[src/rtl/icache_pf_pkg.sv]
// ============================================================================
// Module      : icache_pf_pkg
// Description : Shared types and widths for the icache prefetch sequencer.
// Revision    : 1.0 - initial release
// ============================================================================
`default_nettype none

package icache_pf_pkg;

    localparam int PF_ADDR_W = 32;
    localparam int PF_SIZE_W = 8;

    typedef enum logic [1:0] {
        PF_IDLE  = 2'd0,
        PF_ISSUE = 2'd1,
        PF_DRAIN = 2'd2
    } pf_state_e;

    // Clears the byte-offset bits of an address for a power-of-two line size.
    function automatic logic [PF_ADDR_W-1:0] pf_line_align(
        input logic [PF_ADDR_W-1:0] addr,
        input int unsigned          line_bytes
    );
        return addr & ~(PF_ADDR_W'(line_bytes) - PF_ADDR_W'(1));
    endfunction

endpackage : icache_pf_pkg

`default_nettype wire

[src/rtl/icache_pf_sequencer.sv]
// ============================================================================
// Module      : icache_pf_sequencer
// Description : Splits a prefetch command into line requests and tracks
//               outstanding refills until every issued line has returned.
// Revision    : 1.0 - initial release
// ============================================================================
`default_nettype none

module icache_pf_sequencer
    import icache_pf_pkg::*;
#(
    parameter int LINE_BYTES      = 16,
    parameter int MAX_OUTSTANDING = 4
) (
    input  logic                 clk_i,
    input  logic                 rst_ni,
    input  logic                 pf_req_i,
    input  logic [PF_ADDR_W-1:0] pf_addr_i,
    input  logic [PF_SIZE_W-1:0] pf_size_i,
    output logic                 pf_ack_o,
    output logic                 pf_done_o,
    input  logic                 abort_i,
    output logic                 busy_o,
    output logic                 pref_req_o,
    output logic [PF_ADDR_W-1:0] pref_addr_o,
    input  logic                 pref_gnt_i,
    input  logic                 pref_rvalid_i
);

    localparam int                   C_OUT_W    = $clog2(MAX_OUTSTANDING + 1);
    localparam logic [C_OUT_W-1:0]   C_MAX_OUT  = C_OUT_W'(MAX_OUTSTANDING);
    localparam logic [C_OUT_W-1:0]   C_OUT_ONE  = C_OUT_W'(1);
    localparam logic [PF_ADDR_W-1:0] C_LINE_INC = PF_ADDR_W'(LINE_BYTES);
    localparam logic [PF_SIZE_W-1:0] C_SIZE_ONE = PF_SIZE_W'(1);

    pf_state_e              r_state;
    logic [PF_ADDR_W-1:0]   r_addr;
    logic [PF_SIZE_W-1:0]   r_remaining;
    logic [C_OUT_W-1:0]     r_outstanding;
    logic                   r_ack;
    logic                   r_done;

    logic                   w_pref_req;
    logic                   w_grant;
    logic [C_OUT_W-1:0]     w_out_next;

    always_comb begin
        w_pref_req = (r_state == PF_ISSUE) && (r_remaining != '0) &&
                     (r_outstanding < C_MAX_OUT) && !abort_i;
        w_grant    = w_pref_req && pref_gnt_i;

        // A grant and a return in the same cycle cancel; returns with
        // nothing outstanding are dropped so the counter cannot underflow.
        w_out_next = r_outstanding;
        if (w_grant && !pref_rvalid_i) begin
            w_out_next = r_outstanding + C_OUT_ONE;
        end else if (!w_grant && pref_rvalid_i && (r_outstanding != '0)) begin
            w_out_next = r_outstanding - C_OUT_ONE;
        end
    end

    always_ff @(posedge clk_i or negedge rst_ni) begin
        if (!rst_ni) begin
            r_state       <= PF_IDLE;
            r_addr        <= '0;
            r_remaining   <= '0;
            r_outstanding <= '0;
            r_ack         <= 1'b0;
            r_done        <= 1'b0;
        end else begin
            r_outstanding <= w_out_next;
            r_ack         <= 1'b0;
            r_done        <= 1'b0;

            case (r_state)
                PF_IDLE: begin
                    if (pf_req_i) begin
                        r_addr      <= pf_line_align(pf_addr_i, LINE_BYTES);
                        r_remaining <= pf_size_i;
                        r_ack       <= 1'b1;
                        r_state     <= (pf_size_i != '0) ? PF_ISSUE : PF_DRAIN;
                    end
                end

                PF_ISSUE: begin
                    if (abort_i) begin
                        r_remaining <= '0;
                        r_state     <= PF_DRAIN;
                    end else if (w_grant) begin
                        r_addr      <= r_addr + C_LINE_INC;
                        r_remaining <= r_remaining - C_SIZE_ONE;
                        if (r_remaining == C_SIZE_ONE) begin
                            r_state <= PF_DRAIN;
                        end
                    end
                end

                PF_DRAIN: begin
                    // Looking at the next count lets done trail the final
                    // return by a single cycle.
                    if (w_out_next == '0) begin
                        r_done  <= 1'b1;
                        r_state <= PF_IDLE;
                    end
                end

                default: begin
                    r_state <= PF_IDLE;
                end
            endcase
        end
    end

    assign pf_ack_o    = r_ack;
    assign pf_done_o   = r_done;
    assign busy_o      = (r_state != PF_IDLE);
    assign pref_req_o  = w_pref_req;
    assign pref_addr_o = r_addr;

endmodule : icache_pf_sequencer

`default_nettype wire

[config.mk]
export PLATFORM = sky130hd
export DESIGN_NAME = icache_pf_sequencer
export DESIGN_NICKNAME = d
export VERILOG_FILES = /design/src/rtl/icache_pf_pkg.sv /design/src/rtl/icache_pf_sequencer.sv
export SDC_FILE = /design/constraint.sdc
export NUM_CORES = 1
export LEC_CHECK = 0
export ABC_AREA = 1
export BUFFER_PORTS_ARGS = -buffer_cell sky130_fd_sc_hd__buf_2
export CORE_ASPECT_RATIO = 1.2
export CORE_MARGIN = 1.5
export CORE_UTILIZATION = 53
export DETAILED_ROUTE_END_ITERATION = 6
export PLACE_DENSITY = 0.85
export SETUP_SLACK_MARGIN = 0.1
export SYNTH_ARGS = -nofsm -noshare
export SYNTH_HDL_FRONTEND = slang
export SYNTH_SLANG_ARGS = --single-unit
[constraint.sdc]
create_clock -name clk_i -period 2 [get_ports clk_i]
set_input_delay 0.6 -clock clk_i [delete_from_list [all_inputs] [get_ports clk_i]]
set_output_delay 0.6 -clock clk_i [all_outputs]
set_load 0.05 [all_outputs]
==> Word-level counts from Yosys, hierarchy flattened <==
Index checks and enable logic that the tools add are counted.
{ "word_totals": {"regBits": 47, "output_inout_bits": 36, "wordCells": 61} }
{ "op_classes": {"mux": 21, "n_addsub": 4, "eq_ne": 9, "reduce_logical": 20, "order_cmp": 1} }
{ "op_table": {"columns": ["op", "n"], "rows": [
  ["$mux W32", 3],
  ["$pmux W32 S2", 1],
  ["$add A32 B5 Y32 const B", 1],
  ["$mux W8", 3],
  ["$pmux W8 S2", 1],
  ["$reduce_bool A8 Y1", 2],
  ["$mux W2", 6],
  ["$eq A8 B1 Y1 const B", 1],
  ["$ne A2 B2 Y1 const B", 4],
  ["$reduce_and A4 Y1", 2],
  ["$sub A8 B1 Y8 const B", 1],
  ["$logic_and A1 B1 Y1", 7],
  ["$mux W3", 2],
  ["$pmux W2 S3", 1],
  ["$mux W1", 4],
  ["$reduce_bool A2 Y1", 2],
  ["$add A3 B1 Y3 const B", 1],
  ["$logic_not A1 Y1", 3],
  ["$logic_not A3 Y1", 1],
  ["$lt A3 B3 Y1 const B", 1],
  ["$ne A3 B2 Y1 const B", 1],
  ["$ne A3 B3 Y1 const B", 1],
  ["$reduce_and A3 Y1", 1],
  ["$reduce_bool A3 Y1", 1],
  ["other kinds (4)", 4]
]} }

==> Longest topological paths before layout <==
{ "depth": {"word_depth": 13, "depth_mapped": 16, "depth_no_buf": 16} }

==> Worst setup path before layout <==
Ideal clock, no wire load.
{ "synth_timing": {"path_type": "register to register", "from": "register r_addr[4] (netlist: pref_addr_o[4])", "to": "register r_addr[30] (netlist: pref_addr_o[30])", "stages_incl_launch_ff": 11, "slack_ns": -0.035, "t_arrival_ns": 1.913, "path_cell_list": "dfrtp_1 ha_1 nand4_1 nor3_2 nand3_2 nor2_4 nand2_2 o21ai_1 nand3_1 nand2_1 o21ai_1"} }
{ "synth_via": {"elab_chain_cells": 4} }
{ "synth_rtl": {"columns": ["element", "line", "rtl"], "rows": [
  ["start, declared", "icache_pf_sequencer.sv:37", "logic [PF_ADDR_W-1:0] r_addr;"],
  ["start signal, assigned", "icache_pf_sequencer.sv:78", "r_addr <= pf_line_align(pf_addr_i, LINE_BYTES);"],
  ["start signal, assigned", "icache_pf_sequencer.sv:90", "r_addr <= r_addr + C_LINE_INC;"],
  ["$add A32 B5 Y32", "icache_pf_sequencer.sv:90", null],
  ["$mux W32", "icache_pf_sequencer.sv:89", "end else if (w_grant) begin"],
  ["$mux W32", "icache_pf_sequencer.sv:86", "if (abort_i) begin"],
  ["$pmux W32 S2", "icache_pf_sequencer.sv:75", "case (r_state)"]
]} }
No other way between the ends. The select of a mux whose other input is x is not followed.
A chain may end at the register's enable or synchronous reset.

==> Worst setup path after layout <==
{ "layout_timing": {"from": "register r_remaining[0]", "to": "output pref_req_o"} }
{ "layout_via": {"elab_chain_cells": 4} }
{ "layout_rtl": {"columns": ["element", "line", "rtl"], "rows": [
  ["start, declared", "icache_pf_sequencer.sv:38", "logic [PF_SIZE_W-1:0] r_remaining;"],
  ["start signal, assigned", "icache_pf_sequencer.sv:79", "r_remaining <= pf_size_i;"],
  ["start signal, assigned", "icache_pf_sequencer.sv:91", "r_remaining <= r_remaining - C_SIZE_ONE;"],
  ["$reduce_bool A8 Y1", "icache_pf_sequencer.sv:48", "w_pref_req = (r_state == PF_ISSUE) && (r_remaining != '0) &&"],
  ["$logic_and A1 B1 Y1 (2 in series)", "icache_pf_sequencer.sv:48", null],
  ["$logic_and A1 B1 Y1", "icache_pf_sequencer.sv:49", "(r_outstanding < C_MAX_OUT) && !abort_i;"],
  ["end, declared", "icache_pf_sequencer.sv:24", "output logic pref_req_o,"]
]} }
No other way between the ends.

==> impl_metrics.yaml <==
outcome:
  run_status: "finished, final reports clean"
drt:
  antenna_left: 0
  first_pass_iters: 5
  route.detailed.wl_per_inst_um: 14.80
  wl_um: 8480
  number_of_drc_violations_after_detailed_routing: 0
  routed_via_density: 5.710
  detailroute.via_count: 3272
  initialDrtViolationCount: 282
setup_path:
  critical_path.endpoint_type: "primary output"
  worst-endpoint-required_ns: 1.40
  worst-setup-path-type: "reg2out"
  timing.critical_path.fanout_max: 2
  flop_to_flop_setup_slack_ns: 0.12
  worstPathArrival_ns: 1.38
  worstSetupStartpointType: "flip-flop"
clock_tree:
  cts_buffer_depth: 2
  count_of_h_tree_levels_built_during_cts: 2
  cts_hold_repair.buffers: 0
  clock_sinks: 43
  clkSlewWorstSetupHoldPaths_ns: 0.08
  cts_root_buffer: "sky130_fd_sc_hd__clkbuf_8"
  clock_tree_from_tritoncts: "built"
  cts_made_buffers: 5
  insertion_delay_ns: 0.30
grt:
  maximum_number_of_pins_on_one_net_before_global_route_repair: 44
  globalRoute.busiestLayer: "met2"
  grt_pass1_wl_um: 13010
  met1_usage: 0.3043
  grt_use_met2: 0.4747
  grt_use_met3: 0.05053
  grtUsageTotal: 0.2639
  via_count_of_the_first_global_routing_pass: 3065
  gr-total-overflow: 0
  grt_antenna_before_repair: 0
floorplan:
  floorplan.initialDensity: 0.5598
  die_area_um2: 6175
  chipHeight_um: 85.78
  die_x_um: 71.99
  number_of_placement_rows: 29
  core-area_um2: 5406
  i_o_pins: 82
logic_synthesis:
  synthTopCellsByArea: "sky130_fd_sc_hd__dfrtp_1 (36%), sky130_fd_sc_hd__nand2_1 (9.4%), sky130_fd_sc_hd__inv_1 (6.2%)"
  seq_area_frac_synth: 0.3555
  synth_ff_type: "sky130_fd_sc_hd__dfrtp_1"
  synth_cells: 412
  mappedNetlistArea_um2: 3027
  synth-seq-cells: 43
  synth-warning-count: 0
  synth_largest_area_cell: "sky130_fd_sc_hd__dfrtp_1"
  ys_async_sr_fraction: 1.000
  synth_enable_flop_cells: 0
  yosys.area.top_type_share: 0.3555
  yosysUniqueCellTypes: 46
  postSynthAreaPerCell_um2: 7.346
sta:
  max_clock_freq_mhz: 504.3
  period_minus_slack_ns: 1.983
  finalSetupViolCount: 0
  timing_hold_violations_final: 0
  final_critical_path_setup_slack_ns: 0.01724
  hold_ws_ns: 0.2502
  slew_violations: 0
  rsz0062_at_grt: "yes"
  final_min_period_over_clock_period: 0.9914
  final.setup_skew_ns: 0.006540
layout:
  drive_gt1_frac: 0.3425
  fin_area_um2: 3874
  antenna-diode-count: 0
  number_of_inserted_filler_cells_in_the_final_layout: 429
  syn_to_final_growth_pct: 27.99
  finish.net_count: 563
worst_hold_path:
  timing.hold.worst.class: "in2async"
placed_design:
  routabilityCongestion: 0.9287
  dp_slack_ns: -0.01886
  placement.cell_area_um2: 3523
  placement.io_buffers: 73
  detailedPlacementHpwl_um: 5844
power:
  power.ir.vdd_worst_mv: 1.134
  design_power_total_mw: 7.174
  total_leakage_power_nw: 1.917
  power_per_cell_area_nw_per_um2: 1852
job:
  maxCapViolations: 0
synth_stat cells (7+ instances only):
cell type and n:
sky130_fd_sc_hd__nand2_1 76, sky130_fd_sc_hd__inv_2 7, sky130_fd_sc_hd__nor2_1 34, sky130_fd_sc_hd__ha_1 7, sky130_fd_sc_hd__inv_1 50, sky130_fd_sc_hd__a21oi_1 31
sky130_fd_sc_hd__nand3_1 29, sky130_fd_sc_hd__dfrtp_1 43, sky130_fd_sc_hd__o21ai_0 30, sky130_fd_sc_hd__o21ai_1 10, sky130_fd_sc_hd__o22ai_1 10
power breakdown:
| part | switching (mW) | internal, mW | leakage [nW] |
|---|---|---|---|
| Clock | 0.313 | 0.316 | 0.0515 |
| Sequential | 0.502 | 1.31 | 0.505 |
| Combinational | 3.19 | 1.54 | 1.36 |
kinds of logic after synthesis:
kind of cell / after synthesis / share of synthesized area
simple gates: 179 / 0.2993
buf+inv: 76 / 0.1075
flops: 43 / 0.3555
xor+xnor: 9 / 0.02853
other cells: 1 / 0.001239
fa+ha+maj: 7 / 0.02894
compound gates: 97 / 0.1790
sequential cells by signal (all words and copies together) (netlist names):
signal         flops
pf_ack_o           1
r_remaining        8
r_outstanding      3
pf_done_o          1
pref_addr_o       28
r_state            2
layer usage:
metal / part of all wire / vias up
met5: 0 / -
met4: 0.024 / 0
met3: 0.066 / 25
met2: 0.51 / 138
met1: 0.40 / 1556
li1: - / 1553
cell type report:
class | count | area, um^2 | area share
clock buffers | 8 | 100.1 | 0.02584
inverters | 58 | 222.7 | 0.05749
multi-input cells | 296 | 1722 | 0.4444
flip-flops and latches | 43 | 1084 | 0.2797
well taps | 62 | 77.57 | 0.02003
repair buffers | 106 | 668.1 | 0.1725
path summary, 6_finish.rpt:
kind,depth (start not counted),end,from
hold reg to reg,2,pref_addr_o[26]$_DFFE_PN0P_,pref_addr_o[26]$_DFFE_PN0P_
setup / recovery,7,pref_req_o,r_remaining[0]$_DFFE_PN0P_
setup reg to reg,10,pref_addr_o[30]$_DFFE_PN0P_,pref_addr_o[5]$_DFFE_PN0P_
min in group clk_i,2,pref_addr_o[26]$_DFFE_PN0P_,pref_addr_o[26]$_DFFE_PN0P_
hold / removal,2,pref_addr_o[27]$_DFFE_PN0P_,rst_ni
max in group asynchronous,2,r_state[0]$_DFFE_PN0P_,rst_ni
cell usage in the layout (no fill, tap or decap), types with 3 or more instances in the layout:
cell type / Yosys / routed
sky130_fd_sc_hd__o21ai_1: 10 / 9
sky130_fd_sc_hd__a21oi_1: 31 / 29
sky130_fd_sc_hd__a21oi_2: 1 / 3
sky130_fd_sc_hd__nand3_2: 3 / 4
sky130_fd_sc_hd__a31oi_1: 4 / 4
sky130_fd_sc_hd__clkbuf_8: 0 / 7
sky130_fd_sc_hd__nand2_2: 4 / 9
sky130_fd_sc_hd__nor2_1: 34 / 32
sky130_fd_sc_hd__inv_2: 7 / 13
sky130_fd_sc_hd__nand2_1: 76 / 70
sky130_fd_sc_hd__buf_4: 5 / 31
sky130_fd_sc_hd__xor2_1: 6 / 6
sky130_fd_sc_hd__ha_1: 7 / 5
sky130_fd_sc_hd__inv_1: 50 / 43
sky130_fd_sc_hd__dfrtp_2: 0 / 6
sky130_fd_sc_hd__nor3_1: 6 / 6
sky130_fd_sc_hd__conb_1: 1 / 4
sky130_fd_sc_hd__nor2_4: 3 / 5
sky130_fd_sc_hd__a2bb2oi_1: 3 / 3
sky130_fd_sc_hd__buf_2: 5 / 71
sky130_fd_sc_hd__dfrtp_1: 43 / 37
sky130_fd_sc_hd__nor4_1: 3 / 3
sky130_fd_sc_hd__nand4_1: 4 / 4
sky130_fd_sc_hd__o22ai_1: 10 / 10
sky130_fd_sc_hd__nand3_1: 29 / 28
sky130_fd_sc_hd__o21ai_0: 30 / 30
sky130_fd_sc_hd__nor2_2: 4 / 4
sky130_fd_sc_hd__a22oi_1: 3 / 3
per-stage QoR:
| stage | utilization | setup TNS, ns | instances |
|---|---|---|---|
| 3_5_place_dp | 0.6517 | -0.04143 | 548 |
| 5_1_grt | 0.7165 | -0.02821 | 573 |
| 3_3_place_gp | 0.6517 | 0 | 548 |
| 6_report | 0.7165 | 0 | 573 |
| 4_1_cts | 0.6883 | 0 | 564 |
| 2_1_floorplan | - | 0 | 415 |
worst max-delay path: stages, from the launching register on:
cell                      delay [ns]
sky130_fd_sc_hd__dfrtp_1        0.40
sky130_fd_sc_hd__inv_2          0.08
sky130_fd_sc_hd__ha_4           0.12
sky130_fd_sc_hd__inv_2          0.03
sky130_fd_sc_hd__nor2_2         0.08
sky130_fd_sc_hd__nand2_2        0.07
sky130_fd_sc_hd__and2_4         0.15
sky130_fd_sc_hd__buf_8          0.14
timing repair:
action	CTS	global route
gates cloned	0	1
gates resized for setup	14	24
endpoints found under the setup margin	7	22
pin swaps	3	10
buffers inserted	8	8
No activity file was read; power rests on OpenSTA's default activity.
